===== config.mk =====
export PLATFORM = sky130hd
export DESIGN_NAME = vga_capture
export DESIGN_NICKNAME = d
export VERILOG_FILES = /design/src/rtl/vga_capture.sv
export SDC_FILE = /design/constraint.sdc
export NUM_CORES = 1
export LEC_CHECK = 0
export ABC_AREA = 1
export CAP_MARGIN = 0
export CORE_ASPECT_RATIO = 0.9
export CORE_MARGIN = 3
export CORE_UTILIZATION = 45
export CTS_CLUSTER_SIZE = 8
export DETAILED_ROUTE_END_ITERATION = 16
export PLACE_DENSITY = 0.62
export SETUP_SLACK_MARGIN = 0.2
export SKIP_CTS_REPAIR_TIMING = 1
export SYNTH_ARGS = -nofsm -noshare
export SYNTH_HDL_FRONTEND = slang
export SYNTH_SLANG_ARGS = --single-unit

===== constraint.sdc =====
create_clock -name clk -period 6 [get_ports clk]
set_input_delay 1.2 -clock clk [delete_from_list [all_inputs] [get_ports clk]]
set_output_delay 1.2 -clock clk [all_outputs]
set_load 0.01 [all_outputs]

===== src/rtl/vga_capture.sv =====
// VGA sink: registers sync/RGB, measures line/frame timing, locks onto a stable mode and
// emits qualified pixels with coordinates. Define VGA_CAPTURE_CRC_EN to build the per-frame CRC.
module vga_capture #(
  parameter int H_SYNC_POL   = 1,
  parameter int V_SYNC_POL   = 1,
  parameter int H_BACK       = 64,
  parameter int H_ACTIVE     = 800,
  parameter int V_BACK       = 23,
  parameter int V_ACTIVE     = 600,
  parameter int LOCK_FRAMES  = 2,
  parameter int TIMEOUT_BITS = 21
) (
  input  logic        clk,
  input  logic        rst_n,
  input  logic        hsync,
  input  logic        vsync,
  input  logic [3:0]  r_in,
  input  logic [3:0]  g_in,
  input  logic [3:0]  b_in,
  output logic        pix_valid,
  output logic [10:0] pix_x,
  output logic [9:0]  pix_y,
  output logic [3:0]  pix_r,
  output logic [3:0]  pix_g,
  output logic [3:0]  pix_b,
  output logic        frame_start,
  output logic        locked,
  output logic [11:0] line_len,
  output logic [10:0] frame_lines,
  output logic [15:0] frame_crc
);

  typedef enum logic [1:0] {
    SEARCH  = 2'd0,
    MEASURE = 2'd1,
    LOCKED  = 2'd2
  } state_t;

  localparam logic        HS_ACT  = (H_SYNC_POL != 0);
  localparam logic        VS_ACT  = (V_SYNC_POL != 0);
  localparam logic [11:0] H_LO    = 12'(H_BACK);
  localparam logic [11:0] H_HI    = 12'(H_BACK + H_ACTIVE);
  localparam logic [10:0] V_LO    = 11'(V_BACK);
  localparam logic [10:0] V_HI    = 11'(V_BACK + V_ACTIVE);
  // The frame that loads the reference counts as the first of the identical frames.
  localparam logic [2:0]  LOCK_AT = 3'(LOCK_FRAMES - 1);

  // ---------------------------------------------------------------------------
  // Input stage S1: syncs normalised to "asserted = 1"
  // ---------------------------------------------------------------------------
  logic        hs1, vs1, hs1_d, vs1_d;
  logic [11:0] rgb1;

  // NOTE: sequential state uses non-blocking assignments so every flop samples pre-edge values.
  always_ff @(posedge clk or negedge rst_n) begin
    if (!rst_n) begin
      hs1   <= 1'b0;
      vs1   <= 1'b0;
      hs1_d <= 1'b0;
      vs1_d <= 1'b0;
      rgb1  <= '0;
    end else begin
      hs1   <= (hsync == HS_ACT);
      vs1   <= (vsync == VS_ACT);
      hs1_d <= hs1;
      vs1_d <= vs1;
      rgb1  <= {r_in, g_in, b_in};
    end
  end

  logic hs_rise, hs_fall, vs_rise, vs_fall;

  assign hs_rise = hs1 & ~hs1_d;
  assign hs_fall = ~hs1 & hs1_d;
  assign vs_rise = vs1 & ~vs1_d;
  assign vs_fall = ~vs1 & vs1_d;

  // ---------------------------------------------------------------------------
  // Position of the sample currently in S1
  // ---------------------------------------------------------------------------
  logic [11:0] hcnt, h_cur;
  logic [10:0] vline, v_cur;

  // NOTE: combinational blocks assign every output a default first so no path infers a latch.
  always_comb begin
    h_cur = (hcnt == '1) ? hcnt : hcnt + 12'd1;
    if (hs_fall) h_cur = '0;
    v_cur = vline;
    if (vs_fall) begin
      v_cur = '0;
    end else if (hs_rise && (vline != '1)) begin
      v_cur = vline + 11'd1;
    end
  end

  always_ff @(posedge clk or negedge rst_n) begin
    if (!rst_n) begin
      hcnt  <= '0;
      vline <= '0;
    end else begin
      hcnt  <= h_cur;
      vline <= v_cur;
    end
  end

  logic in_window, at_origin;

  assign in_window = (h_cur >= H_LO) && (h_cur < H_HI) && (v_cur >= V_LO) && (v_cur < V_HI);
  assign at_origin = (h_cur == H_LO) && (v_cur == V_LO);

  // ---------------------------------------------------------------------------
  // Line / frame measurement
  // ---------------------------------------------------------------------------
  logic [11:0] per_cnt, ll_new;
  logic [10:0] fl_cnt, fl_inc;

  assign fl_inc = (hs_rise && (fl_cnt != '1)) ? fl_cnt + 11'd1 : fl_cnt;
  assign ll_new = hs_rise ? per_cnt : line_len;

  always_ff @(posedge clk or negedge rst_n) begin
    if (!rst_n) begin
      per_cnt     <= '0;
      line_len    <= '0;
      fl_cnt      <= '0;
      frame_lines <= '0;
    end else begin
      if (hs_rise) begin
        per_cnt  <= 12'd1;
        line_len <= per_cnt;
      end else if (per_cnt != '1) begin
        per_cnt  <= per_cnt + 12'd1;
      end
      fl_cnt <= vs_rise ? '0 : fl_inc;
      if (vs_rise) frame_lines <= fl_inc;
    end
  end

  // ---------------------------------------------------------------------------
  // Loss-of-vsync watchdog
  // ---------------------------------------------------------------------------
  logic [TIMEOUT_BITS-1:0] wd_cnt;
  logic                    timeout;

  assign timeout = &wd_cnt;

  always_ff @(posedge clk or negedge rst_n) begin
    if (!rst_n) begin
      wd_cnt <= '0;
    end else if (vs_rise) begin
      wd_cnt <= '0;
    end else begin
      wd_cnt <= wd_cnt + TIMEOUT_BITS'(1);
    end
  end

  // ---------------------------------------------------------------------------
  // Lock FSM, evaluated on each vsync assert edge
  // ---------------------------------------------------------------------------
  state_t      state, state_n;
  logic [2:0]  match_cnt, match_n, match_inc;
  logic [11:0] ref_len, ref_len_n;
  logic [10:0] ref_lines, ref_lines_n;
  logic        same, reload;

  always_comb begin
    state_n     = state;
    match_n     = match_cnt;
    ref_len_n   = ref_len;
    ref_lines_n = ref_lines;
    reload      = 1'b0;
    same        = (ll_new == ref_len) && (fl_inc == ref_lines);
    match_inc   = (match_cnt == 3'd7) ? match_cnt : match_cnt + 3'd1;

    if (vs_rise) begin
      case (state)
        SEARCH: begin
          state_n = MEASURE;
          reload  = 1'b1;
        end
        MEASURE: begin
          if (same) begin
            match_n = match_inc;
            if (match_inc >= LOCK_AT) state_n = LOCKED;
          end else begin
            reload = 1'b1;
          end
        end
        LOCKED: begin
          if (!same) begin
            state_n = MEASURE;
            reload  = 1'b1;
          end
        end
        default: state_n = SEARCH;
      endcase
    end else if (timeout) begin
      state_n = SEARCH;
      match_n = '0;
    end

    if (reload) begin
      match_n     = '0;
      ref_len_n   = ll_new;
      ref_lines_n = fl_inc;
    end
  end

  always_ff @(posedge clk or negedge rst_n) begin
    if (!rst_n) begin
      state     <= SEARCH;
      match_cnt <= '0;
      ref_len   <= '0;
      ref_lines <= '0;
    end else begin
      state     <= state_n;
      match_cnt <= match_n;
      ref_len   <= ref_len_n;
      ref_lines <= ref_lines_n;
    end
  end

  assign locked = (state == LOCKED);

  // ---------------------------------------------------------------------------
  // Pixel output stage; gated by the next state so a pixel in flight at lock loss is dropped
  // ---------------------------------------------------------------------------
  logic emit;

  assign emit = in_window && (state_n == LOCKED);

  always_ff @(posedge clk or negedge rst_n) begin
    if (!rst_n) begin
      pix_valid   <= 1'b0;
      frame_start <= 1'b0;
      pix_x       <= '0;
      pix_y       <= '0;
      pix_r       <= '0;
      pix_g       <= '0;
      pix_b       <= '0;
    end else begin
      pix_valid   <= emit;
      frame_start <= emit && at_origin;
      if (emit) begin
        pix_x               <= 11'(h_cur - H_LO);
        pix_y               <= 10'(v_cur - V_LO);
        {pix_r, pix_g, pix_b} <= rgb1;
      end
    end
  end

`ifdef VGA_CAPTURE_CRC_EN
  // CRC-16-CCITT over the 12-bit pixel word, MSB first.
  function automatic logic [15:0] crc_step(input logic [15:0] crc, input logic [11:0] data);
    logic [15:0] c;
    logic        fb;
    c = crc;
    for (int i = 11; i >= 0; i--) begin
      fb = c[15] ^ data[i];
      c  = {c[14:0], 1'b0};
      if (fb) c = c ^ 16'h1021;
    end
    return c;
  endfunction

  logic [15:0] crc_run;

  always_ff @(posedge clk or negedge rst_n) begin
    if (!rst_n) begin
      crc_run   <= '0;
      frame_crc <= '0;
    end else begin
      if (emit) crc_run <= crc_step(at_origin ? 16'hFFFF : crc_run, rgb1);
      if (vs_rise && (state == LOCKED)) frame_crc <= crc_run;
    end
  end
`else
  assign frame_crc = 16'h0000;
`endif

endmodule


==> results.txt <==
----------------------------------------------------
[Floorplan]
  Floorplan die height ... about 140 um
  Die width ... 151.9 um
  Row Count ... 47
  Floorplan core area ... 18580 sq um
  Initial cell density of the core ... 46.36%
  Ports ... 91
  Die footprint ... 20850 sq um

[Critical path]
  CP Max Fanout ... 35
  Critical Path Source ... hs1$_DFF_PN0_
  Launch point of the worst reg-to-reg path ... hs1$_DFF_PN0_
  Launching element type of the critical path ... flop
  Reg-to-Reg End ... pix_r[2]$_DFFE_PN0P_
  Delay of the slowest cell on the worst path ... between 0.7 and 0.8 ns
  CP cell instances ... nand2_2 > nor2_1 > nand2_1 > nand2_1 > nand2_1 > nand2_1 > nand2_1 > nor2_1 > nand2_1 > nor2_2 > nand3_1 > nand2_1 > nand3_2 > a21oi_4 > nand2_4 > nand2_1 > nand2_1
  Largest delay share family, worst path ... simple AND/OR/NAND/NOR gates
  Dominant cell type by count on the critical path ... sky130_fd_sc_hd__nand2_1
  Register-to-register setup slack ... 1.79 ns
  CP endpoint kind ... flop
  Critical Path Slowest Stage Cell ... sky130_fd_sc_hd__a21oi_4
  Count of cells along the worst register-to-register path ... 17
  Crit Path Category ... flop to flop
  Count of buffering cells on the critical path with inverters included ... 0
  Required time reported for the critical path endpoint ... 6.31 ns
  Arrival time of data at the critical path endpoint ... 4.52 ns

[Synth]
  Sequential cell area fraction in the yosys report ... 49.09%
  Fraction of synthesis flops using an asynchronous set or reset pin ... 100.0%
  Top post-synthesis cells by area ... sky130_fd_sc_hd__dfrtp_1, sky130_fd_sc_hd__nand2_1, sky130_fd_sc_hd__nand3_1, sky130_fd_sc_hd__inv_1, sky130_fd_sc_hd__nor2_1
  Ys Warns ... 0
  Count of flip-flops with a built-in enable after synthesis ... 0
  Summed instance area of the synthesized netlist ... roughly 8600 sq um
  Yosys top cell area share ... 49.09%
  Leading register cell type out of synthesis ... sky130_fd_sc_hd__dfrtp_1
  Synth Instances ... approximately 1100
  Library cell with the largest summed area after synthesis ... sky130_fd_sc_hd__dfrtp_1
  Syn Area/Cell ... 7.769 sq um
  Count of different cell masters after synthesis ... 38
  Number of flip-flops and latches in the synthesized netlist ... 169

[Final layout]
  Final standard cell utilization of the core ... 54.23%
  Combined area of the multi-input logic cells ... 3652 sq um
  Area used by sequential logic in the layout ... 4229 sq um
  Ant diodes ... 0
  Fraction of layout cells with a size suffix above 1 ... 5.038%
  Number of fill cells ... 1797
  Area Growth Syn to Fin ... 16.96%
  Final non-filler cell area ... roughly 10000 sq um
  Nets@finish ... around 1200

[Global routing]
  Wire length of the first global-routing pass ... 32220 um
  Remaining global-route overflow ... 0
  Total Routing Usage GR ... 18.70%
  Maximum number of pins on one net before global-route repair ... 66
  Number of global-route vias before repair ... 6676
  Number of antenna violations at the first check in global routing ... 0

[Routing]
  Wirelength, routed ... 18370 um
  DR DRC count ... 0
  Via count normalized by instance count ... 4.821
  Via Count ... 6923
  Number of iterations in the first detailed-routing pass ... 5
  DRC marker count from the first detailed-route iteration ... about 430
  Post-DRT Antenna Nets ... 0
  Average wire per cell in the routed design ... 12.79 um

[Clock network]
  Num CTS Buffers ... 17
  Insertion delay to the later sink of the worst-skew pair ... around 0.43 ns
  Root buffer cell ... sky130_fd_sc_hd__clkbuf_16
  CTS sink count ... 169
  Clock Pin Slew Worst Setup and Hold Paths ... 0.07 ns
  Number of buffers between clock root and the deepest sink ... 2
  Clock tree from TritonCTS ... yes
  H-tree depth ... 4

[Worst hold path]
  Path type of the worst min-delay path ... flop to flop
  Hold path depth ... 0
  Hold EP ... vs1_d$_DFF_PN0_
  Start point of the worst min-delay path ... vs1$_DFF_PN0_

[Timing]
  RSZ-0062 raised after global routing ... false
  Fin worst setup slack ... around 1.8 ns
  Final period util ... between 70% and 80%
  Worst clock skew ... 0.01095 ns
  Number of hold-slack violations in the final timing report ... 0
  Pin slew with the least headroom to its limit ... 0.8721 ns
  Worst relative slew slack ... 41.73%
  Setup TNS ... 0 ns
  Fmax ... approximately 0.24 GHz
  Final worst path period need ... 4.211 ns
  Number of max-slew violations in the final report ... 0
  Total of endpoints with negative setup slack in the final report ... 0

[Status]
  Result of the run ... completed

[Placed design]
  Routability congestion estimate from global placement ... between 0.8 and 0.9
  Worst slack at placement ... 1.821 ns
  Post-DP HPWL ... 12860 um
  Count of buffers inserted at the top-level ports ... 74
  Cell area after placement ... 9478 sq um

[Power]
  Total power density per cell area ... approximately 280 nW/um^2
  Leak Pwr ... 5.105 nW
  Peak ir drop on the vdd network ... 0.0001462 V

[Run]
  Max-capacitance violation count ... 0

----------------------------------------------------
==> how the worst max path moves through the flow <==
stage | to | slack, ns | cells after the start
5_1_grt | pix_r[2]$_DFFE_PN0P_ | 1.22 | 17
3_5_place_dp | pix_x[7]$_DFFE_PN0P_ | 1.82 | 17
4_1_cts | pix_r[2]$_DFFE_PN0P_ | 1.77 | 17
2_1_floorplan | pix_b[0]$_DFFE_PN0P_ | 3.25 | 21
6_report | pix_r[2]$_DFFE_PN0P_ | 1.79 | 17
3_3_place_gp | pix_g[0]$_DFFE_PN0P_ | 1.92 | 19
==> Yosys cell counts, types with 3 or more instances <==
library cell               instances
sky130_fd_sc_hd__a21oi_1          33
sky130_fd_sc_hd__buf_2            14
sky130_fd_sc_hd__buf_4            18
sky130_fd_sc_hd__buf_6             4
sky130_fd_sc_hd__clkbuf_1          8
sky130_fd_sc_hd__dfrtp_1         169
sky130_fd_sc_hd__ha_1             14
sky130_fd_sc_hd__inv_1           131
sky130_fd_sc_hd__inv_2             3
sky130_fd_sc_hd__nand2_1         336
sky130_fd_sc_hd__nand2_2           4
sky130_fd_sc_hd__nand3_1         128
sky130_fd_sc_hd__nand3b_1          8
sky130_fd_sc_hd__nand4_1          11
sky130_fd_sc_hd__nor2_1          108
sky130_fd_sc_hd__nor2_4            3
sky130_fd_sc_hd__nor3_1           20
sky130_fd_sc_hd__nor4_1            5
sky130_fd_sc_hd__o21ai_0          46
sky130_fd_sc_hd__xnor2_1           6
sky130_fd_sc_hd__xor2_1           17
==> sequential cells by signal, summed over array words and instances, names as in the netlist, 2 cells and up <==
signal,count
fl_cnt,11
frame_lines,11
hcnt,12
line_len,12
match_cnt,3
per_cnt,12
pix_b,4
pix_g,4
pix_r,4
pix_x,11
pix_y,10
ref_len,12
ref_lines,11
rgb1,12
state,2
vline,11
wd_cnt,21
==> layer usage <==
| metal | share of wire [%] | up-vias | GRT usage (%) | wire [um] |
|---|---|---|---|---|
| li1 | - | 3611 | - | - |
| met1 | 52 | 3158 | 27.65 | 9621 |
| met2 | 42 | 137 | 27.79 | 7805 |
| met3 | 4.2 | 17 | 4.711 | 765 |
| met4 | 0.98 | 0 | 4.393 | 180 |
| met5 | 0 | - | 0 | 0 |
==> stage by stage <==
stage	std cells	hold slack (ns)	total power, mW
global route	1436	0.4485	2.987
global placement	1404	0.3936	1.718
finish	1436	0.4158	2.824
detailed placement	1404	0.4058	1.724
floorplan	1124	0.3548	1.596
CTS	1436	0.4228	2.852
==> placed cells by master (no fill, tap or decap), types with 14 or more instances in the layout <==
| master | synthesis | routed |
|---|---|---|
| sky130_fd_sc_hd__conb_1 | 1 | 16 |
| sky130_fd_sc_hd__o21ai_0 | 46 | 46 |
| sky130_fd_sc_hd__nand2_1 | 336 | 336 |
| sky130_fd_sc_hd__clkdlybuf4s50_1 | 0 | 73 |
| sky130_fd_sc_hd__nor3_1 | 20 | 20 |
| sky130_fd_sc_hd__inv_1 | 131 | 131 |
| sky130_fd_sc_hd__clkbuf_16 | 0 | 17 |
| sky130_fd_sc_hd__nor2_1 | 108 | 108 |
| sky130_fd_sc_hd__a21oi_1 | 33 | 33 |
| sky130_fd_sc_hd__nand3_1 | 128 | 128 |
| sky130_fd_sc_hd__dfrtp_1 | 169 | 169 |
| sky130_fd_sc_hd__ha_1 | 14 | 14 |
| sky130_fd_sc_hd__xor2_1 | 17 | 17 |
==> power breakdown <==
group / leakage (nW) / internal (mW) / total (mW) / switching (mW)
combinational: 2.56 / 0.149 / 0.399 / 0.250
sequential: 2.26 / 1.23 / 1.30 / 0.0705
clock: 0.292 / 0.636 / 1.12 / 0.488
total: 5.11 / 2.02 / 2.82 / 0.809
==> worst register-to-register path, stage by stage (launching register included) <==
cell	delay [ns]
sky130_fd_sc_hd__dfrtp_1	0.70
sky130_fd_sc_hd__nand2_2	0.51
sky130_fd_sc_hd__nor2_1	0.37
sky130_fd_sc_hd__nand2_1	0.09
sky130_fd_sc_hd__nand2_1	0.08
sky130_fd_sc_hd__nand2_1	0.09
sky130_fd_sc_hd__nand2_1	0.07
sky130_fd_sc_hd__nand2_1	0.05
sky130_fd_sc_hd__nor2_1	0.09
sky130_fd_sc_hd__nand2_1	0.07
sky130_fd_sc_hd__nor2_2	0.22
sky130_fd_sc_hd__nand3_1	0.17
sky130_fd_sc_hd__nand2_1	0.11
sky130_fd_sc_hd__nand3_2	0.11
sky130_fd_sc_hd__a21oi_4	0.72
sky130_fd_sc_hd__nand2_4	0.39
sky130_fd_sc_hd__nand2_1	0.19
sky130_fd_sc_hd__nand2_1	0.07
==> kinds of logic after synthesis <==
logic type	count (synthesis)	synth area share [%]
simple gates	636	31.89
xor+xnor	23	2.338
flops	169	49.09
fa+ha+maj	14	2.033
compound gates	86	5.431
buf+inv	180	9.178
other cells	1	0.04352
==> cell type report <==
class	count	share of cell area [%]
well taps	245	3.042
clock buffers	18	4.358
inverters	136	5.066
clock inverters	14	1.589
repair buffers	79	7.735
flip-flops and latches	169	41.97
multi-input cells	775	36.24
Power figures use the tool's default switching activity.
==> RTL change 1: new RTL, config.mk and constraints unchanged <==
`V_SYNC_POL`: 1 -> 0.
--- a/src/rtl/vga_capture.sv
+++ b/src/rtl/vga_capture.sv
@@ -4,3 +4,3 @@
   parameter int H_SYNC_POL   = 1,
-  parameter int V_SYNC_POL   = 1,
+  parameter int V_SYNC_POL   = 0,
   parameter int H_BACK       = 64,
Function: changed (a bounded check fails within 4 cycles, from zero or initial values and one cycle with rst_n low).
==> RTL change 1 against the original RTL <==
  * Synthesized area rose by 0.19%
  * Sequential power barely moved
  * Sequential cell count unchanged
  * Fmax rose by 1.7%
  * Power increased by 0.65%
  * Critical path depth shrank 1
  * Non-clock buffer count is 1 higher
  * Worst setup slack gained 69 ps
  * Design area did not move
  * Die area up 0.18%
  * Routed wire length up 2.1%
  * Clock skew grew 1.2 ps
  * Global-route usage down 0.23 points
  * Critical path type unchanged
  * Largest cell class unchanged
  * Largest power group unchanged
==> RTL change 1: results <==
export IMPL_fill_cells=1753
export IMPL_cpLargestDelayFamily="simple AND/OR/NAND/NOR gates"
export IMPL_grt_util_met2_pct=29.8
export IMPL_grtUsageTotal_pct=18.5
export IMPL_rrSetupSlack_ps=1860
export IMPL_drive_gt1_share_pct=5.84
export IMPL_yosysUniqueCellTypes=43
export IMPL_use_met3_pct=4.05
export IMPL_drtIter0Drc=516
export IMPL_grt_pass1_wl_um=31700
export IMPL_crit_slowest_cell="nand2_1"
export IMPL_status="completed"
export IMPL_cp_max_fo=31
export IMPL_p_leak_nw=5.13
export IMPL_fin_skew_ps=12.2
export IMPL_vdd_drop_max_v=0.000152
export IMPL_reg2reg_from="hs1$_DFF_PN0_"
export IMPL_grt_start_max_net_pins=72
export IMPL_arrival_ps=4490
export IMPL_grt_use_met1_pct=25.7
export IMPL_fin_hold_ws_ps=408
export IMPL_drt_total_wl_um=18800
export IMPL_clockBufferDepth=2
export IMPL_vias=6925
export IMPL_hpwl_um=13300
export IMPL_reg2reg_to="ref_len[9]$_DFFE_PN0N_"
export IMPL_critPathLaunchType="flop"
export IMPL_drt_first_pass_iters=6
export IMPL_r2r_cells=16
export IMPL_num_nets_final=1199
export IMPL_cp_slowest_stage_delay_ps=750
export IMPL_grt_pass1_vias=6599
export IMPL_ys_top_cells_by_area="dfrtp_1 49%, nand2_1 14%, nand3_1 7.1%, inv_1 5.4%, nor2_1 4.8%"
export IMPL_ys_top_cells_by_count="327 x nand2_1, 169 x dfrtp_1, 124 x inv_1"
export IMPL_gp_congestion=0.846
export IMPL_ys_seq_area_share_pct=49.0
export IMPL_worst_pin_slew_ps=1100
RTL change 1: cell count changes in the layout (fill, tap and decap cells not counted), sizes merged, moves of 2 or more:
cell    unedited run  this run
nor4               5         3
nor3              23        18
a31oi              2         4
a21oi             35        39
nand2            341       332
nand3            130       128
clkinv             5         9
nor2             113       117
inv              141       130
o211ai             0         2
xor2              17        19
xnor2              6         3
RTL change 1: layout make-up:
class / instances / area share, %
timing repair buffer: 80 / 7.81
clock inverter: 14 / 1.71
clock buffer: 18 / 4.36
inverter: 130 / 4.84
tap: 245 / 3.04
sequential: 169 / 42.0
multi-input combinational: 771 / 36.3
RTL change 1: cells by family after synthesis:
kind of cell               count (synthesis)  synth area share [%]
and+or+nand+nor                          623                  31.0
adders and majority gates                 14                  2.03
DFF                                      169                  49.0
other                                      1                0.0434
xor gates and xnor gates                  23                  2.49
AOI/OAI and AO/OA                         95                  6.10
buffers and inverters                    177                  9.32
RTL change 1: stage by stage:
stage	cell area, µm²	total power, mW	setup slack (ps)	cells
finish	10100	2.84	1860	1427
detailed placement	9470	1.73	1800	1395
floorplan	8690	1.60	3190	1117
global placement	9470	1.72	1940	1395
CTS	10100	2.87	1810	1427
global route	10100	2.99	1290	1427
RTL change 1: routing by layer:
metal  vias up  part of all wire [%]
met5         -                     0
met4         0                  0.92
met3        12                   3.3
met2       107                    46
met1      3213                    50
li1       3593                     -
RTL change 1: worst max path at each step:
stage                              end  slack, ps  cells after the start
6_report        ref_len[9]$_DFFE_PN0N_       1860                     16
5_1_grt         ref_len[9]$_DFFE_PN0N_       1290                     16
4_1_cts        ref_len[10]$_DFFE_PN0N_       1810                     16
3_5_place_dp    ref_len[2]$_DFFE_PN0N_       1800                     16
3_3_place_gp   ref_len[10]$_DFFE_PN0N_       1940                     16
2_1_floorplan     pix_x[6]$_DFFE_PN0P_       3190                     21
RTL change 1: worst register-to-register path, delay by kind of cell (launching register included):
kind | cells | cell delay, ps
DFF | 1 | 590
and+or+nand+nor | 13 | 2910
buffers and inverters | 1 | 370
AOI/OAI and AO/OA | 2 | 190
RTL change 1: power breakdown:
part	total [mW]	switching, mW	internal, mW
clock	1.14	0.467	0.668
combinational	0.403	0.251	0.152
sequential	1.30	0.0716	1.23
==> RTL change 2: new RTL, config.mk and constraints unchanged <==
Made on the original files. `rgb1` no longer has a reset.
--- a/src/rtl/vga_capture.sv
+++ b/src/rtl/vga_capture.sv
@@ -60,3 +60,2 @@
       vs1_d <= 1'b0;
-      rgb1  <= '0;
     end else begin
@@ -66,4 +65,7 @@
       vs1_d <= vs1;
-      rgb1  <= {r_in, g_in, b_in};
-    end
+    end
+  end
+
+  always_ff @(posedge clk) begin
+    rgb1 <= {r_in, g_in, b_in};
   end
Behaviour: same outputs for any inputs over 10 cycles, from zero or initial values and one cycle with rst_n low; that may be too few to reach the edited logic, so the function may still have changed.
==> RTL change 2 against the original RTL <==
  * Routed wire length increased by 0.88%
  * Worst setup slack improved by 36 ps
  * Design area is 1.2% lower
  * Synthesized cell count shrank 0.18%
  * Synthesized area is 1.1% lower
  * Fmax increased by 0.86%
  * Sequential share of layout area down 0.11 points
  * Sequential cell count is the same
  * Power decreased by 1.9%
==> RTL change 2: results <==
export IMPL_grt_pass1_vias=6527
export IMPL_clk_insertion_delay_late_ps=430
export IMPL_drt_first_pass_iters=5
export IMPL_worstHoldPathType="flop to flop"
export IMPL_p_leak_nw=5.05
export IMPL_ys_seq_area_share_pct=48.9
export IMPL_antenna_found_initial=0
export IMPL_rrSetupSlack_ps=1830
export IMPL_cts_max_level=4
export IMPL_p_seq_share_pct=47.3
export IMPL_gp_congestion=0.833
export IMPL_clk_pin_slew_worst_paths_ps=70
export IMPL_yosysWarnings=0
export IMPL_p_int_mw=1.97
export IMPL_grt_start_max_net_pins=57
export IMPL_fmax_mhz=240
export IMPL_drive_gt1_share_pct=4.87
export IMPL_cts_made_buffers=17
export IMPL_grtUsageTotal_pct=19.1
export IMPL_slew_headroom_pct=52.6
export IMPL_vdd_drop_max_v=0.000162
export IMPL_drtIter0Drc=484
export IMPL_arrival_ps=4500
export IMPL_async_flop_share_pct=92.9
export IMPL_start_util_pct=46.2
export IMPL_fin_skew_ps=10.4
export IMPL_largest_reg_flops=21
export IMPL_cts_root_buf="clkbuf_16"
export IMPL_ys_flop_type="dfrtp_1"
export IMPL_ys_top_cells_by_area="dfrtp_1 46%, nand2_1 15%, nand3_1 7.9%, inv_1 5.4%, nor2_1 5.1%"
export IMPL_yosysUniqueCellTypes=41
export IMPL_diodes=0
export IMPL_num_nets_final=1207
export IMPL_combPwrFrac_pct=14.7
export IMPL_stdcell_count=1435
export IMPL_synthCells=1107
export IMPL_io_buffers=74
export IMPL_routedWlPerCell_um=12.9
export IMPL_ys_top_cells_by_count="335 x nand2_1, 157 x dfrtp_1, 134 x nand3_1"
export IMPL_regMostFlops="wd_cnt"
export IMPL_report_power_total_mw=2.77
export IMPL_status="completed"
export IMPL_placed_area_um2=9400
export IMPL_hpwl_um=12900
export IMPL_grt_pass1_wl_um=31400
export IMPL_via_per_inst=4.84
export IMPL_synth_enable_flop_cells=0
export IMPL_clockBufferDepth=2
export IMPL_cp_max_fo=35
export IMPL_fin_hold_ws_ps=408
## RTL change 2: cell type report
class,count,area (µm²)
clock buffers,21,482
fillers,1775,8500
multi-input cells,783,3660
well taps,245,307
clock inverters,11,83.8
inverters,125,469
repair buffers,81,795
flip-flops and latches,169,4170
## RTL change 2: critical path, stage by stage (launching register included)
cell	delay, ps
dfrtp_1	640
nand2_2	490
inv_2	350
nand2_1	270
nand2_1	110
nor3b_2	280
ha_1	230
inv_1	50
nor2_1	90
nand2_1	90
nor2_1	120
nand3_1	80
nand3_1	80
nand3_1	110
a21oi_4	470
nand2_4	340
nand2_1	160
nand2_1	70
## RTL change 2: cells by family (layout without fill, tap and decap cells)
logic type,after synthesis,after routing,share of synthesized area [%]
xor+xnor,20,20,2.05
buf+inv,170,238,8.87
other cells,1,16,0.0440
fa+ha+maj,14,14,2.05
flops,169,169,48.9
simple gates,641,641,32.1
compound gates,92,92,6.00
## RTL change 2: worst paths after layout
check                                    from                      to  cells past startpoint
worst max register to register  hs1$_DFF_PN0_    pix_y[6]$_DFFE_PN0P_                     17
max in group asynchronous               rst_n      state[1]$_DFF_PN0_                      2
worst max-delay path            hs1$_DFF_PN0_    pix_y[6]$_DFFE_PN0P_                     17
worst min register to register  vs1$_DFF_PN0_         vs1_d$_DFF_PN0_                      0
worst min-delay path            vs1$_DFF_PN0_         vs1_d$_DFF_PN0_                      0
min in group asynchronous               rst_n  ref_len[7]$_DFFE_PN0N_                      1
## RTL change 2: metal layers
layer	vias to the layer above	GRT usage (%)	share of wire, %
met5	-	0	0
met4	0	6.34	1.4
met3	22	4.64	4.9
met2	150	28.0	42
met1	3145	27.7	51
li1	3635	-	-
